**src/rtl/clk_div_prog.sv**
```systemverilog
`default_nettype none
// ============================================================================
// Module      : clk_div_prog
// Description : Programmable clock divider with 50% duty cycle for both odd
//               and even ratios. Ratio changes take effect only at a period
//               boundary, so a running output period is never cut short or
//               stretched.
// Ports       : i_clk      - source clock (only clock domain)
//               i_rst      - asynchronous active-high reset
//               i_en       - run request; low stops at the next boundary
//               i_load     - single-cycle ratio change request
//               i_ratio    - requested ratio (valid 2..2^W-1)
//               o_clk      - divided clock
//               o_active   - high while the divider is running
//               o_ratio    - ratio currently in effect
//               o_upd_done - pulse in the cycle a new ratio takes effect
//               o_err      - pulse after a rejected load (ratio < 2)
// Revision    : 1.0 - initial release
// ============================================================================
module clk_div_prog #(
   parameter int unsigned W         = 8,
   parameter int unsigned RST_RATIO = 2
) (
   input  logic         i_clk,
   input  logic         i_rst,
   input  logic         i_en,
   input  logic         i_load,
   input  logic [W-1:0] i_ratio,
   output logic         o_clk,
   output logic         o_active,
   output logic [W-1:0] o_ratio,
   output logic         o_upd_done,
   output logic         o_err
);

   localparam logic [W-1:0] C_RST_RATIO = W'(RST_RATIO);
   localparam logic [W-1:0] C_MIN_RATIO = W'(2);
   localparam logic [W-1:0] C_ONE       = W'(1);

   typedef enum logic [0:0] {
      IDLE = 1'b0,
      RUN  = 1'b1
   } state_t;

   state_t         r_state, w_state_nx;
   logic [W-1:0]   r_cnt,   w_cnt_nx;
   logic           r_p,     w_p_nx;
   logic           r_n;
   logic [W-1:0]   r_ratio, w_ratio_nx;
   logic [W-1:0]   r_pend,  w_pend_nx;
   logic           r_pend_v, w_pend_v_nx;
   logic           r_upd,   w_upd_nx;
   logic           r_err,   w_err_nx;

   logic [W-1:0]   w_half;
   logic [W-1:0]   w_last;
   logic [W-1:0]   w_cnt_inc;
   logic           w_apply;

   // All ratio arithmetic stays in W bits: R >= 2 so R-1 never underflows,
   // and the counter never exceeds R-1 so the increment never wraps.
   assign w_half    = r_ratio >> 1;
   assign w_last    = r_ratio - C_ONE;
   assign w_cnt_inc = r_cnt + C_ONE;

   // -------------------------------------------------------------------------
   // State register and all posedge flops
   // -------------------------------------------------------------------------
   always_ff @(posedge i_clk or posedge i_rst) begin
      if (i_rst) begin
         r_state  <= IDLE;
         r_cnt    <= '0;
         r_p      <= 1'b0;
         r_ratio  <= C_RST_RATIO;
         r_pend   <= '0;
         r_pend_v <= 1'b0;
         r_upd    <= 1'b0;
         r_err    <= 1'b0;
      end else begin
         r_state  <= w_state_nx;
         r_cnt    <= w_cnt_nx;
         r_p      <= w_p_nx;
         r_ratio  <= w_ratio_nx;
         r_pend   <= w_pend_nx;
         r_pend_v <= w_pend_v_nx;
         r_upd    <= w_upd_nx;
         r_err    <= w_err_nx;
      end
   end

   // Negedge copy of p supplies the extra half period for odd ratios.
   always_ff @(negedge i_clk or posedge i_rst) begin
      if (i_rst) begin
         r_n <= 1'b0;
      end else begin
         r_n <= r_p;
      end
   end

   // -------------------------------------------------------------------------
   // Next-state and next-value logic
   // -------------------------------------------------------------------------
   always_comb begin
      w_state_nx  = r_state;
      w_cnt_nx    = r_cnt;
      w_p_nx      = r_p;
      w_ratio_nx  = r_ratio;
      w_pend_nx   = r_pend;
      w_pend_v_nx = r_pend_v;
      w_upd_nx    = 1'b0;
      w_err_nx    = 1'b0;
      w_apply     = 1'b0;

      case (r_state)
         IDLE: begin
            w_cnt_nx = '0;
            w_p_nx   = 1'b0;
            w_apply  = r_pend_v;
            if (i_en) begin
               // Output rises on the same edge that starts the run.
               w_state_nx = RUN;
               w_p_nx     = 1'b1;
            end
         end
         RUN: begin
            if (r_cnt == w_last) begin
               // Period boundary: the only place a pending ratio lands.
               w_apply  = r_pend_v;
               w_cnt_nx = '0;
               if (i_en) begin
                  // floor(R/2) >= 1 for any legal ratio, so p is high at cnt 0.
                  w_p_nx = 1'b1;
               end else begin
                  w_state_nx = IDLE;
                  w_p_nx     = 1'b0;
               end
            end else begin
               w_cnt_nx = w_cnt_inc;
               w_p_nx   = (w_cnt_inc < w_half);
            end
         end
         default: begin
            w_state_nx = IDLE;
            w_cnt_nx   = '0;
            w_p_nx     = 1'b0;
         end
      endcase

      if (w_apply) begin
         w_ratio_nx  = r_pend;
         w_pend_v_nx = 1'b0;
         w_upd_nx    = 1'b1;
      end

      // A load in the same cycle as an apply becomes the next pending value.
      if (i_load) begin
         if (i_ratio >= C_MIN_RATIO) begin
            w_pend_nx   = i_ratio;
            w_pend_v_nx = 1'b1;
         end else begin
            w_err_nx = 1'b1;
         end
      end
   end

   // -------------------------------------------------------------------------
   // Outputs: o_clk is a single OR of two flops; n is masked for even ratios.
   // The mask only changes at a boundary, where n is always low.
   // -------------------------------------------------------------------------
   assign o_clk      = r_p | (r_n & r_ratio[0]);
   assign o_active   = (r_state == RUN);
   assign o_ratio    = r_ratio;
   assign o_upd_done = r_upd;
   assign o_err      = r_err;

endmodule
`default_nettype wire

```
**config.mk**
```make
export PLATFORM = sky130hd
export DESIGN_NAME = clk_div_prog
export DESIGN_NICKNAME = d
export VERILOG_FILES = /design/src/rtl/clk_div_prog.sv
export SDC_FILE = /design/constraint.sdc
export NUM_CORES = 1
export LEC_CHECK = 0
export ABC_CLOCK_PERIOD_IN_PS = 2830
export BUFFER_PORTS_ARGS = -buffer_cell sky130_fd_sc_hd__buf_2
export CORE_MARGIN = 2
export CORE_UTILIZATION = 35
export DETAILED_ROUTE_END_ITERATION = 8
export GPL_TIMING_DRIVEN = 0
export PLACE_DENSITY = 0.61
export SYNTH_ARGS = -nofsm -noshare
export SYNTH_HDL_FRONTEND = slang
export SYNTH_SLANG_ARGS = --single-unit
```
**constraint.sdc**
```tcl
create_clock -name i_clk -period 2.83 [get_ports i_clk]
set_input_delay 0.4245 -clock i_clk [delete_from_list [all_inputs] [get_ports i_clk]]
set_output_delay 0.4245 -clock i_clk [all_outputs]
set_load 0.05 [all_outputs]
```
Word level (Yosys, flattened, before mapping)
Index checks and enable logic that the tools add are counted.
{ "totals": {"regBits": 30, "out_inout_bits": 12} }
{ "op_classes": {"muxes": 15, "reduce_logical": 1, "magnitude_cmp": 2, "n_eq_ne": 1, "bitwise": 3, "add_sub_neg": 2} }
{ "ops": {"columns": ["operator", "n"], "rows": [
  ["one-hot mux 8 bit (2 select lines)", 1],
  ["two-way mux 1 bit", 10],
  ["adder 8 x 1 -> 8 bit (second input constant)", 1],
  ["== test 8 bit", 1],
  [">= comparator 8 x 2 -> 1 bit (second input constant)", 1],
  ["less-than comparator 8 x 7 -> 1 bit", 1],
  ["two-way mux 8 bit", 1],
  ["subtractor 8 x 1 -> 8 bit (second input constant)", 1],
  ["one-hot mux 1 bit (2 select lines)", 3],
  ["AND reduction 2 bit", 1],
  ["bitwise AND 1 bit", 1],
  ["NOT 1 bit", 1],
  ["bitwise OR 1 bit", 1]
]} }

Longest topological paths before layout
Gate-level depths: netlist of the first run.
{ "depth": {"depth_word": 7, "depth_mapped": 10} }

==> results by group, run 1 <==
Status
  • Status: finished clean

Timing
  • Worst Skew: 0.00854 ns
  • Slew headroom: 25.0%
  • RSZ-0062 raised after global routing: true
  • Worst-Margin Slew: 1.12 ns
  • Fin. max-slew vios: 0
  • Final setup viols: 0
  • Final Hold Viols: 0
  • Setup TNS: 0 ns

Job
  • MaxCap Viol Count: 0

Layout
  • Layout Nets: 202
  • Share of layout cells above drive strength 1: 27.9%
  • # fillers: 414
  • Most frequent cells in the layout: dfrtp_1, buf_2, nand2_1
  • ANT cells: 0
  • Commonest non-fill, non-tap cell in the layout: dfrtp_1
  • Cell Count, Final, Fillers Out: 235
  • Layout overhead on the synthesized area: 19.7%

Setup path
  • Setup crit end kind: primary output
  • Crit-path slowest cell: dfrtn_1
  • Arr. time, crit path: 2.35 ns
  • CP Launch Type: register
  • Slowest cell delay on critical path: 0.38 ns
  • CP Cell Sequence: a21o_1, buf_6
  • Critical path type: reg -> out
  • CP Data Required Time: 2.41 ns
  • CP Max Fanout: 1

Clock tree
  • Clock buffer depth: 2
  • CTS tree: yes
  • Clock-pin slew on the worst setup and hold paths: 0.06 ns
  • Later-pin clock latency in the skew report: 0.29 ns
  • Clock Sinks: 30
  • CTS Root Buffer Type: clkbuf_8
  • TritonCTS Buffers: 5
  • H-Tree Depth: 2

Logic synthesis
  • Fraction of synthesized cell area in xor and xnor cells: 6.50%
  • Multiplexer area fraction after synthesis: 7.58%
  • Mapped Area: 1620 um2
  • Simple-Gate Fraction of Synth Area: 18.9%
  • Main combinational cell family by area after synthesis: simple AND/OR/NAND/NOR gates
  • Synth Area in Adders: 6.19%
  • Post-Syn Area per Cell: 10.6 um2
  • FF+latch count, synth: 30
  • Compound-Gate Fraction of Synth Area: 10.1%
  • Synth Instances: 153
  • Syn nets: 173
  • Seq/Total Area, Yosys: 46.5%
  • Yosys cell types: 41
  • YS warnings: 0

Pwr
  • Part of the power in registers: 49.9%
  • Switching Share: 19.8%
  • Clk network pwr share: 46.5%
  • Total leakage power: 0.962 nW
  • VDD IR max: 0.271 mV
  • Pwr dens: 460 nW/um2
  • Internal Dissipation: 0.000715 W
  • Gate power share: 3.6%
  • P_sw: 0.000177 W
  • Final Power: 0.000891 W

Route
  • DRT antenna net count: 0
  • Drt drc: 0
  • DR pass1 iterations: 4
  • Via/cell ratio: 5.02
  • Via count: 1,179
  • WL final: 3.21 mm
  • WL per Instance: 13.6 um
  • Starting DRT DRC Count: 41

Die
  • Die width: 72.0 um
  • Io pins: 24
  • Die height: 72.0 um
  • Cell Rows: 24
  • Core area: 4410 um2
  • Die area: 5180 um2
  • Starting density of the core: 36.6%

Hold path
  • Hold Crit Class: in -> reg

Global routing
  • Largest net degree at the start of global routing: 31
  • Vias in the first global route: 1,238
  • GR Overflow Total: 0
  • First-pass GRT wire length: 5.95 mm
  • Initial antenna violation count: 0
  • GRT Resource Usage Total: 14.8%

Placed design
  • Post-DP HPWL: 2.38 mm
  • # port buffers: 22
  • Gpl congestion: 0.797
  • Post-Place Cells: 227
==> repair_timing <==
item / CTS / global route
setup endpoints to repair: 9 / 10
setup buffers: 1 / 0
hold buffers: 0 / 0
gates resized for setup: 1 / 3
pin swaps: 1 / 1
==> worst paths after layout <==
path	startpoint	to	slack [ns]	depth (start not counted)
worst max-delay path	r_n	o_clk	0.05	2
worst min-delay path	i_en	o_active	0.34	2
worst max register to register	o_ratio[3]	o_ratio[6]	0.14	8
worst min register to register	r_pend[5]	r_pend[5]	0.47	2
max in group asynchronous	i_rst	r_n	0.42	2
min in group asynchronous	i_rst	r_cnt[0]	0.43	2
==> kinds of logic after synthesis <==
kind of cell	Yosys count
buffers and inverters	16
xor gates and xnor gates	12
and+or+nand+nor	55
DFF	30
muxes	11
adders and majority gates	8
AOI/OAI and AO/OA	21
==> Yosys cell counts, drive strengths merged <==
library cell,count,area [um2]
xnor2,6,52.6
nand2b,4,25.0
a32oi,1,8.76
dfrtn,1,25.0
nand3,4,20.0
nor2,2,7.51
or2b,1,7.51
nor3,4,20.0
o21a,2,15.0
a21oi,2,21.3
a21o,1,7.51
nor4b,1,8.76
inv,11,41.3
or3,1,6.26
or4,3,22.5
a21boi,1,7.51
mux2i,1,10.0
and4,1,8.76
mux2,10,113
dfrtp,28,701
and4bb,1,12.5
clkbuf,4,15.0
o22ai,2,12.5
a211oi,1,12.5
nor4,1,6.26
o21ai,4,20.0
ha,8,100
o31ai,1,7.51
and2,1,6.26
xor2,6,52.6
o21bai,1,7.51
buf,1,11.3
nand2,19,71.3
a22o,1,8.76
dfstp,1,26.3
o211ai,4,35.0
and3b,1,8.76
and3,11,75.1
==> registers in the layout, summed over array words and instances (netlist names) <==
register,count
r_pend_v,1
r_cnt,8
o_ratio,8
o_upd_done,1
o_active,1
r_n,1
o_err,1
r_p,1
r_pend,8
==> worst max-delay path, delay by kind of cell (launching register included) <==
kind            cells  cell delay (ns)
flops               1             0.38
compound gates      1             0.11
buf+inv             1             0.15
==> power by group through the flow <==
stage,Combinational (W),Clock (W),Sequential (W)
after floorplan,0.0000198,0,0.000451
after global placement,0.0000328,0,0.000452
after detailed placement,0.0000333,0,0.000452
after CTS,0.0000334,0.000424,0.000445
after global routing,0.0000380,0.000449,0.000445
final,0.0000318,0.000415,0.000445
==> metrics by stage <==
step	setup WS (ns)	area [um2]	hold WS (ns)	utilization, %
2_1_floorplan	0.0179	1620	0.440	-
3_3_place_gp	-0.0285	1790	0.458	40.6
3_5_place_dp	-0.0206	1790	0.457	40.6
4_1_cts	0.0183	1920	0.338	43.5
5_1_grt	-0.000126	1940	0.354	43.9
6_report	0.0511	1940	0.342	43.9
==> cell type report <==
type	instances	area [um2]	share of cell area, %
sequential	30	752	38.8
tap	52	65.1	3.36
clock buffer	7	76.3	3.94
clock inverter	1	30.0	1.55
inverter	11	41.3	2.13
buffer	4	22.5	1.16
multi-input combinational	107	813	42.0
timing repair buffer	23	136	7.04
==> routing by layer <==
metal | GRT usage, % | wire length (um) | share of wire, % | vias up
li1 | - | - | - | 600
met5 | 0 | 0 | 0 | -
met3 | 4.31 | 120 | 3.7 | 5
met2 | 22.1 | 1370 | 43 | 18
met1 | 20.4 | 1650 | 52 | 556
met4 | 5.87 | 57 | 1.8 | 0
Power figures use the tool's default switching activity.
==> run 2: changes to the inputs <==
--- a/config.mk
+++ b/config.mk
@@ -5,9 +5,8 @@
 export SDC_FILE = /design/constraint.sdc
 export NUM_CORES = 1
 export LEC_CHECK = 0
-export ABC_CLOCK_PERIOD_IN_PS = 2830
+export ABC_CLOCK_PERIOD_IN_PS = 3500
 export BUFFER_PORTS_ARGS = -buffer_cell sky130_fd_sc_hd__buf_2
-export CORE_MARGIN = 2
 export CORE_UTILIZATION = 35
 export DETAILED_ROUTE_END_ITERATION = 8
 export GPL_TIMING_DRIVEN = 0
==> constraint.sdc (replaced) <==
create_clock -name i_clk -period 3.5 [get_ports i_clk]
set_input_delay 0.7 -clock i_clk [delete_from_list [all_inputs] [get_ports i_clk]]
set_output_delay 0.7 -clock i_clk [all_outputs]
set_load 0.05 [all_outputs]
==> run 2 against run 1 <==
Net effect: via count rose by 3.6%; non-clock buffer count did not move; first-iteration DRC count rose by 9.8%; sequential power fell by 19%; die area fell by 5.5%; register-to-register slack improved by 0.41 ns; cell count did not move; core utilization rose by 0.33 points; highest routed layer unchanged.
==> results by group, run 2 (synthesis gave the netlist of run 1 again) <==
Clock tree
  • Hold-fix buffers, CTS: 0
  • H-Tree Depth: 2
  • Clock buffer depth: 2
  • Later-pin clock latency in the skew report: 0.28 ns
  • TritonCTS Buffers: 5
  • CTS tree: yes
  • Clock-pin slew on the worst setup and hold paths: 0.07 ns
  • Post-CTS Resized: 0
  • CTS Root Buffer Type: clkbuf_8
  • Post-CTS Setup Bufs: 0
  • Clock Sinks: 30

Global routing
  • Largest net degree at the start of global routing: 31
  • GRT Resource Usage Total: 15.4%
  • Vias in the first global route: 1,300
  • First-pass GRT wire length: 5.96 mm
  • GR Overflow Total: 0
  • Initial antenna violation count: 0

Die
  • Io pins: 24
  • Cell Rows: 24
  • Die height: 70.0 um
  • Die width: 70.0 um
  • Die area: 4900 um2
  • Core area: 4380 um2
  • Starting density of the core: 36.9%

Route
  • Drt drc: 0
  • WL per Instance: 14.3 um
  • Via count: 1,221
  • Starting DRT DRC Count: 45
  • Via/cell ratio: 5.20
  • WL final: 3.37 mm
  • DR pass1 iterations: 4
  • DRT antenna net count: 0

Job
  • MaxCap Viol Count: 0

Layout
  • Layout Nets: 202
  • ANT cells: 0
  • Share of layout cells above drive strength 1: 27.9%
  • Cell Count, Final, Fillers Out: 235
  • Commonest non-fill, non-tap cell in the layout: dfrtp_1
  • Most frequent cells in the layout: dfrtp_1, buf_2, nand2_1
  • Layout overhead on the synthesized area: 19.8%

Timing
  • Setup WS post-layout: 0.0610 ns
  • Setup TNS: 0 ns
  • Slew headroom: 26.5%
  • Worst-Margin Slew: 1.10 ns
  • Fin. max-slew vios: 0
  • WHS: 0.473 ns
  • Final setup viols: 0
  • Worst Skew: 0.00978 ns
  • Final Hold Viols: 0
  • RSZ-0062 raised after global routing: false

Pwr
  • Pwr dens: 421 nW/um2
  • Total leakage power: 0.983 nW
  • VDD IR max: 0.419 mV
  • Final Power: 0.000817 W

Hold path
  • Hold Crit Class: reg -> reg

Placed design
  • Post-DP HPWL: 2.49 mm
  • Dpl ws: 0.0680 ns
  • Gpl congestion: 0.906
  • Post-Place Cells: 227
  • # port buffers: 22

Setup path
  • Critical path type: reg -> out
  • Setup crit end kind: primary output
  • CP Launch Type: register
  • CP Data Required Time: 2.80 ns
  • CP Max Fanout: 1
  • Arr. time, crit path: 2.74 ns

Status
  • Status: finished clean
-- run 2: final cells by class --
type	instances	area, um2
fill	436	2450
tap	52	65.1
multi-input combinational	107	798
clock buffer	6	82.6
inverter	11	41.3
timing repair buffer	22	113
clock inverter	2	60.1
buffer	5	26.3
sequential	30	752
-- run 2: through the flow --
stage	cell area, um2	utilization (%)
2_1_floorplan	1620	-
3_3_place_gp	1790	40.9
3_5_place_dp	1790	40.9
4_1_cts	1940	44.1
5_1_grt	1940	44.2
6_report	1940	44.2
-- run 2: where the power goes --
part / switching [W] / internal [W] / leakage (nW)
combinational: 0.0000162 / 0.00000970 / 0.536
clock: 0.000128 / 0.000303 / 0.0714
sequential: 0.00000421 / 0.000355 / 0.376
total: 0.000148 / 0.000669 / 0.983
-- run 2: worst paths after layout --
path | from | to | slack [ns] | cells after the start
max | r_n | o_clk | 0.06 | 2
min | r_pend[7] | r_pend[7] | 0.47 | 2
max reg2reg | o_ratio[0] | o_ratio[2] | 0.55 | 9
min reg2reg | r_pend[7] | r_pend[7] | 0.47 | 2
max in group asynchronous | i_rst | r_n | 0.50 | 2
min in group asynchronous | i_rst | r_cnt[5] | 0.69 | 2
-- run 2: critical path, stage by stage (launching register included) --
cell and delay (ns):
dfrtn_1 0.38, a21o_1 0.11, clkbuf_4 0.22
-- run 2: routing by layer --
metal | up-vias | wire [um] | part of all wire (%) | track usage, %
met5 | - | 0 | 0 | 0
met4 | 0 | 51 | 1.5 | 5.33
met3 | 4 | 123 | 3.7 | 4.18
met2 | 27 | 1590 | 47 | 24.9
met1 | 595 | 1600 | 48 | 19.7
li1 | 595 | - | - | -
